--- src/rtl/stream_priority_encoder.sv ---
// rtl/stream_priority_encoder.sv - registered valid/ready priority encoder, fixed or round-robin
// Optional macro SPE_ONEHOT_ERR_EN adds an err output flagging non-one-hot accepted vectors.
module stream_priority_encoder #(
    parameter int IP_WIDTH = 4,
    parameter int RR_MODE  = 0,
    localparam int OP_SIZE = $clog2(IP_WIDTH)
) (
    input  logic                clk,
    input  logic                rst,
    input  logic                en,
    input  logic [IP_WIDTH-1:0] a,
    input  logic                in_valid,
    output logic                in_ready,
    output logic [OP_SIZE-1:0]  op,
    output logic                zero,
    output logic                out_valid,
`ifdef SPE_ONEHOT_ERR_EN
    output logic                err,
`endif
    input  logic                out_ready
);

    localparam int SUM_W = OP_SIZE + 1;
    localparam logic [SUM_W-1:0] WIDTH_S = SUM_W'(IP_WIDTH);

    logic [OP_SIZE-1:0]  ptr;
    logic [OP_SIZE-1:0]  fixed_win;
    logic [OP_SIZE-1:0]  rr_off;
    logic [OP_SIZE-1:0]  rr_win;
    logic [OP_SIZE-1:0]  winner;
    logic [OP_SIZE-1:0]  ptr_next;
    logic [SUM_W-1:0]    rr_sum;
    logic [IP_WIDTH-1:0] rot;
    logic                a_zero;
    logic                accept;

    function automatic logic [OP_SIZE-1:0] lowest_set(input logic [IP_WIDTH-1:0] v);
        logic [OP_SIZE-1:0] r;
        r = '0;
        for (int i = IP_WIDTH - 1; i >= 0; i--) begin
            if (v[i]) r = OP_SIZE'(i);
        end
        return r;
    endfunction

    assign in_ready = en && (!out_valid || out_ready);
    assign accept   = in_valid && in_ready;
    assign a_zero   = (a == '0);

    assign fixed_win = lowest_set(a);

    // Rotate so the pointer position lands at bit 0, then map the offset back modulo IP_WIDTH.
    assign rot    = IP_WIDTH'({a, a} >> ptr);
    assign rr_off = lowest_set(rot);
    assign rr_sum = {1'b0, ptr} + {1'b0, rr_off};
    assign rr_win = (rr_sum >= WIDTH_S) ? OP_SIZE'(rr_sum - WIDTH_S) : OP_SIZE'(rr_sum);

    assign winner   = a_zero ? '0 : ((RR_MODE != 0) ? rr_win : fixed_win);
    assign ptr_next = (winner == OP_SIZE'(IP_WIDTH - 1)) ? '0 : winner + OP_SIZE'(1);

    always_ff @(posedge clk) begin
        if (rst) begin
            out_valid <= 1'b0;
            op        <= '0;
            zero      <= 1'b0;
            ptr       <= '0;
        end else if (en) begin
            if (accept) begin
                out_valid <= 1'b1;
                op        <= winner;
                zero      <= a_zero;
                if ((RR_MODE != 0) && !a_zero) ptr <= ptr_next;
            end else if (out_valid && out_ready) begin
                out_valid <= 1'b0;
            end
        end
    end

`ifdef SPE_ONEHOT_ERR_EN
    // a & (a-1) clears the lowest set bit; anything left means more than one request.
    always_ff @(posedge clk) begin
        if (rst) begin
            err <= 1'b0;
        end else if (accept) begin
            err <= ((a & (a - IP_WIDTH'(1))) != '0);
        end
    end
`endif

endmodule

--- config.mk ---
export PLATFORM = sky130hd
export DESIGN_NAME = stream_priority_encoder
export DESIGN_NICKNAME = d
export VERILOG_FILES = /design/src/rtl/stream_priority_encoder.sv
export SDC_FILE = /design/constraint.sdc
export NUM_CORES = 1
export LEC_CHECK = 0
export CORE_AREA = 2 2 39 41
export CTS_CLUSTER_DIAMETER = 120
export DETAILED_ROUTE_END_ITERATION = 8
export DIE_AREA = 0 0 41 43
export DONT_BUFFER_PORTS = 1
export PLACE_DENSITY = 0.3
export SLEW_MARGIN = 20
export SYNTH_ARGS = -nofsm -noshare
export SYNTH_HDL_FRONTEND = slang
export SYNTH_SLANG_ARGS = --single-unit
--- constraint.sdc ---
create_clock -name clk -period 2.3 [get_ports clk]
set_clock_uncertainty 0.05 [all_clocks]
set_input_delay 0.46 -clock clk [delete_from_list [all_inputs] [get_ports clk]]
set_output_delay 0.46 -clock clk [all_outputs]
set_load 0.02 [all_outputs]
* After elaboration in Yosys (flattened, before gate mapping)
Cells that the tools add are included.
** Cells by class
- Add/sub/neg operators :: 0
- Multiply operators :: 0
- Div/mod/pow operators :: 0
- Order comparisons :: 0
- Equality and inequality tests :: 0
- Shift operators :: 0
- Multiplexer cells :: 7
- Bitwise gates (word level) :: 0
- Reduce and logical (&&, ||, !) cells :: 9
** Operators with widths (count)
- two-way mux 2 bit :: 5
- logical NOT 4 bit :: 1
- AND reduction 2 bit :: 2
- logical AND 1 bit :: 3
- two-way mux 1 bit :: 2
- nonzero test 2 bit :: 1
- logical NOT 1 bit :: 1
- logical OR 1 bit :: 1
** Storage, ports and cells
- Flip-flop bits (word level) :: 4
- Bits in latches :: 0
- RAM bits :: 0
- Bits in read-only memories :: 0
- Bits of input ports :: 9
- Output and inout port bits :: 5
- Logic and storage cells :: 19
- Memories :: 0

* Depth between registers and ports, before layout
Gate-level depths: netlist of run 1.
- Depth in word-level cells :: 6
- Gate-level depth with buffers :: 3
- Depth with buffers taken out :: 3

* Least setup slack after synthesis of run 1
OpenSTA, ideal clock, no wires.
- Kind :: input to output
- From :: input out_ready
- To :: output in_ready
- Arrival time :: 0.884 ns
- Data required time :: 1.790 ns
- Slack :: 0.906 ns
- Stages :: 2
- Path buffers :: 0
- Path through :: nand2b_2 -> and2_2
** Between the ends
- Cells in the longest elaborated chain, start to end :: 2
** Ends and longest elaborated chain
- start, declared :: line 20 : input logic out_ready
- logical OR 1 bit :: line 46 : assign in_ready = en && (!out_valid || out_ready);
- logical AND 1 bit :: line 46
- end, declared :: line 13 : output logic in_ready,
Every way passes these cells.

* Final worst setup path of run 1
- From :: register out_valid
- To :: output in_ready
** Between the ends
- Cells in the longest elaborated chain, start to end :: 3
** Ends and longest elaborated chain
- start, declared :: line 16 : output logic out_valid,
- start signal, assigned :: line 63 : out_valid <= 1'b0;
- start signal, assigned :: line 69 : out_valid <= 1'b1;
- start signal, assigned :: line 74 : out_valid <= 1'b0;
- logical NOT 1 bit :: line 46
- logical OR 1 bit :: line 46
- logical AND 1 bit :: line 46
Every way passes these cells.

==> results of run 1 <==
==> layer usage <==
metal,up-vias,share of wire
met3,2,0.12
met4,0,0.0074
met2,10,0.42
met5,-,0
li1,100,-
met1,79,0.45
==> power by group through the flow <==
stage / Sequential (mW) / Clock (mW) / Combinational, mW
after global routing: 0.0775 / 0.105 / 0.0160
after detailed placement: 0.0784 / 0 / 0.0142
after global placement: 0.0784 / 0 / 0.0140
after CTS: 0.0773 / 0.0956 / 0.0143
final: 0.0772 / 0.0916 / 0.0140
after floorplan: 0.0778 / 0 / 0.0121
==> registers in the layout, summed over array words and instances, names as in the netlist <==
| signal | cells |
|---|---|
| op | 2 |
| out_valid | 1 |
| zero | 1 |
==> cells by family after synthesis <==
logic type | after synthesis | synth area share
AO/OA/AOI/OAI | 10 | 0.298
buffers and inverters | 1 | 0.0186
flip-flops | 4 | 0.398
AND/OR/NAND/NOR | 10 | 0.286
==> cells in the final DEF (no fill, tap or decap), drive strengths merged, types with 2 or more instances in the layout <==
cell,count
nor2b,2
clkbuf,3
and2,2
nor2,3
o21ai,3
o2111ai,2
a21oi,4
dfxtp,4
==> stage by stage <==
stage / setup WS, ns / hold slack (ns) / instances / power, mW
final: 0.684 / 0.238 / 44 / 0.183
after global routing: 0.617 / 0.222 / 44 / 0.198
after CTS: 0.667 / 0.230 / 44 / 0.187
after detailed placement: 0.883 / 0.483 / 41 / 0.0926
after global placement: 0.891 / 0.485 / 41 / 0.0924
after floorplan: 0.906 / 0.479 / 25 / 0.0899
==> worst paths after layout <==
| check | from | endpoint | slack, ns |
|---|---|---|---|
| worst min register to register | op[0]$_SDFFE_PP0P_ | op[0]$_SDFFE_PP0P_ | 0.53 |
| worst max register to register | out_valid$_SDFFE_PP0P_ | op[1]$_SDFFE_PP0P_ | 1.20 |
| worst max-delay path | out_valid$_SDFFE_PP0P_ | in_ready | 0.68 |
| worst min-delay path | rst | out_valid$_SDFFE_PP0P_ | 0.24 |
==> cell type report <==
type | count | area, um2
Clock buffer | 3 | 22.5
Fill cell | 160 | 1140
Tap cell | 16 | 20.0
Multi-Input combinational cell | 20 | 118
Inverter | 1 | 3.75
Sequential cell | 4 | 80.1
==> results_dict.tcl, run 1 <==
set metrics [dict create \
    status "finished clean" \
    finalMaxSlewViolations 0 \
    gp_congestion 0.623 \
    die_w_um 41 \
    syn_nets 34 \
    ir_drop_uv 194 \
    synthArstFlopShare 0 \
    antenna_found_initial 0 \
    yosys.area.top_type "dfxtp_1" \
    cp_max_fo 5 \
    clk_path_buf_depth 2 \
    core.rowCount 14 \
    crit_cells 2 \
    slowest_stage "dfxtp_1" \
    post-route-period-util 0.702 \
    core_um2 1380 \
    finalHoldViolCount 0 \
    postRouteAntennaNets 0 \
    ys_types 12 \
    fin_crit_ns 1.62 \
    synth.area.top_cells "dfxtp_1, a21oi_1, o2111ai_1" \
    drive_above_1_share 0.214 \
    wl_per_cell_um 12.2 \
    setup_tns_ns 0 \
    numPortBuffers 0 \
    grt_util_all_layers 0.0772 \
    routed_via_density 4.34 \
    nNetsFinal 39 \
    grt_pass1_wl_um 800 \
    final_cell_area_um2 244 \
    rsz0062_at_grt "false" \
    whs_path_depth 1 \
    met1_usage 0.0863 \
    arrival_ns 1.11 \
    cp_data_required_time_ns 1.79 \
    cpLargestDelayFamily "flip-flops" \
    reg2reg_depth 3 \
    postPlaceCellArea_um2 221 \
    grtUsageMet3 0.0471 \
    pwr-share-seq 0.422 \
    clk_latency_ns 0.24 \
    worst_path_largest_cell_delay_ns 0.48 \
    power.internal_uw 137 \
    ys_seq_area_frac 0.398 \
    syn2layout_area_growth_pct 21.1 \
    p_sw_uw 45.7 \
    n_antenna_cell 0 \
    syn_area_per_cell_um2 8.06 \
    postCtsSetupBuffers 0 \
    cts_sinks 4 \
    netlist_area_um2 201 \
    leakagePower_nw 0.0821 \
    die_h_um 43 \
    synth-seq-cells 4 \
    power.clock.fraction 0.501 \
    hold_path_class "primary input to flop" \
    grt_max_degree 6 \
    die-area_um2 1760 \
    pwr_density_cell_nw_per_um2 749 \
    switching_share 0.250 \
    use_met2 0.0906 \
    clockRootBuffer "clkbuf_4" \
    crit_type "flop to output port" \
    path_buf_inv 0 \
    htree_levels 1 \
    cts_resized 0 \
    first_pass_iters 2 \
    syn_inst 25 \
    yosysWarnings 0 \
    slew_headroom 0.804 \
    synth_top_flop_cell "dfxtp_1" \
    drv_cap 0 \
    grt.overflow.total 0 \
    finalSetupViolCount 0 \
    cp-start-kind "flop" \
    cp-end-kind "output port" \
    dp_hpwl_um 424 \
    synth-edff-count 0 \
    worstMarginPinSlew_ns 0.294 \
    crit_chain "nand2b_2 -> and2_2" \
    start_util 0.146 \
    io_pins 14 \
    drt_wl_total_um 538 \
    cts_tree "done" \
    fin_util 0.176 \
    path_clk_slew_ns 0.04 \
    drtIter0Drc 6 \
    grt.busiest_layer "met2" \
    p_comb_frac 0.077 \
    vias 191 \
    cts_hold_buf 0 \
    drc 0 \
    numCtsBuffers 3 \
    fmax_mhz 619 \
    grt_pass1_vias 189 \
    synth_top_cell_area_share 0.398 \
    netlist_top_cells_count "a21oi_1, dfxtp_1, nor2_1, o21ai_0" \
]
Note: power is estimated with default switching activity, not from simulation.
==> inputs of run 2 (changes only) <==
- clock period: 2.3 -> 1.4 ns (I/O delays scaled with it)
==> results_dict.tcl, run 2 (synthesized netlist as in run 1, its figures left out) <==
set metrics [dict create \
    status "finished clean" \
    crit_chain "nand2b_2 -> and2_2" \
    grt.overflow.total 0 \
    io_pins 14 \
    dpl.cell_count 42 \
    grt_pass1_vias 198 \
    arrival_ns 0.93 \
    top_regs "op x2, out_valid x1, zero x1" \
    path_clk_slew_ns 0.04 \
    die-area_um2 1760 \
    cpLargestDelayFamily "simple AND/OR/NAND/NOR gates" \
    post-route-period-util 0.900 \
    cts_sinks 4 \
    grt_pass1_wl_um 772 \
    clockRootBuffer "clkbuf_4" \
    numCtsBuffers 3 \
    cp-end-kind "output port" \
    cp_data_required_time_ns 1.07 \
    cts_hold_buf 0 \
    largest_reg_flops 2 \
    path_buf_inv 0 \
    cp_max_fo 5 \
    htree_levels 1 \
    core_um2 1380 \
    nFillCells 163 \
    clk_path_buf_depth 2 \
    core.rowCount 14 \
    routed_via_density 4.44 \
    die_w_um 41 \
    whs_ns 0.0569 \
    fin_util 0.182 \
    drv_cap 0 \
    finalNonFillerCells 45 \
    setup_tns_ns 0 \
    wl_per_cell_um 11.6 \
    numPortBuffers 0 \
    final_cell_mix "a21oi_1, dfxtp_1, o21ai_0, nor2_1, clkbuf_4" \
    n_antenna_cell 0 \
    crit_type "flop to output port" \
    cts_resized 0 \
    postCtsSetupBuffers 0 \
    fin_crit_ns 1.26 \
    ir_drop_uv 379 \
    rsz0062_at_grt "false" \
    first_pass_iters 4 \
    nNetsFinal 40 \
    worstMarginPinSlew_ns 0.238 \
    finalSetupViolCount 0 \
    vias 200 \
    start_util 0.146 \
    postRouteAntennaNets 0 \
    die_h_um 43 \
    gp_congestion 0.705 \
    drt_wl_total_um 522 \
    leakagePower_nw 0.0874 \
    drc 0 \
    top_register "op" \
    pwr_density_cell_nw_per_um2 1190 \
    setup_ws_ns 0.141 \
    grt_util_all_layers 0.0714 \
    finalMaxSlewViolations 0 \
    hold_path_class "primary input to flop" \
    grt_max_degree 6 \
    slowest_stage "dfxtp_1" \
    slew_headroom 0.841 \
    cts_tree "done" \
    cp-start-kind "flop" \
    finalHoldViolCount 0 \
    fmax_mhz 794 \
    pre_cts_ws_ns 0.343 \
    antenna_found_initial 0 \
    drtIter0Drc 2 \
    syn2layout_area_growth_pct 24.8 \
    drive_above_1_share 0.241 \
    clk_latency_ns 0.24 \
    worst_path_largest_cell_delay_ns 0.34 \
]
## run 2: cell type report
class	instances	area, um2	share of cell area
flip-flops and latches	4	80.1	0.318
clock buffers	3	22.5	0.0896
inverters	1	3.75	0.0149
well taps	16	20.0	0.0796
multi-input cells	20	118	0.468
repair buffers	1	7.51	0.0299
## run 2: final timing paths
kind	end	cells after the start	startpoint	slack (ns)
worst max-delay path	in_ready	2	out_valid$_SDFFE_PP0P_	0.14
worst min-delay path	op[0]$_SDFFE_PP0P_	1	rst	0.06
worst max register to register	op[1]$_SDFFE_PP0P_	4	out_valid$_SDFFE_PP0P_	0.33
worst min register to register	op[0]$_SDFFE_PP0P_	2	op[0]$_SDFFE_PP0P_	0.52
## run 2: worst reg2reg max path, delay by kind of cell, from the launching register on
family | cells | cell delay [ns]
AO/OA/AOI/OAI | 2 | 0.26
buffers and inverters | 1 | 0.16
AND/OR/NAND/NOR | 1 | 0.20
flip-flops | 1 | 0.34
## run 2: per-stage QoR
stage / instance area, um2 / total power, mW
floorplan: 201 / 0.148
global placement: 229 / 0.154
detailed placement: 229 / 0.154
CTS: 251 / 0.306
global route: 251 / 0.309
finish: 251 / 0.299
## run 2: metal layers
metal | global-route usage | vias to the layer above | wire length [um]
met4 | 0.0800 | 0 | 13
met5 | 0 | - | 0
met2 | 0.0969 | 12 | 214
met1 | 0.0583 | 87 | 187
met3 | 0.0524 | 2 | 107
li1 | - | 99 | -
## run 2: where the power goes
group / total (mW) / internal [mW] / switching, mW
Clock: 0.147 / 0.0962 / 0.0511
Combinational: 0.0282 / 0.0125 / 0.0157
Sequential: 0.124 / 0.119 / 0.00527
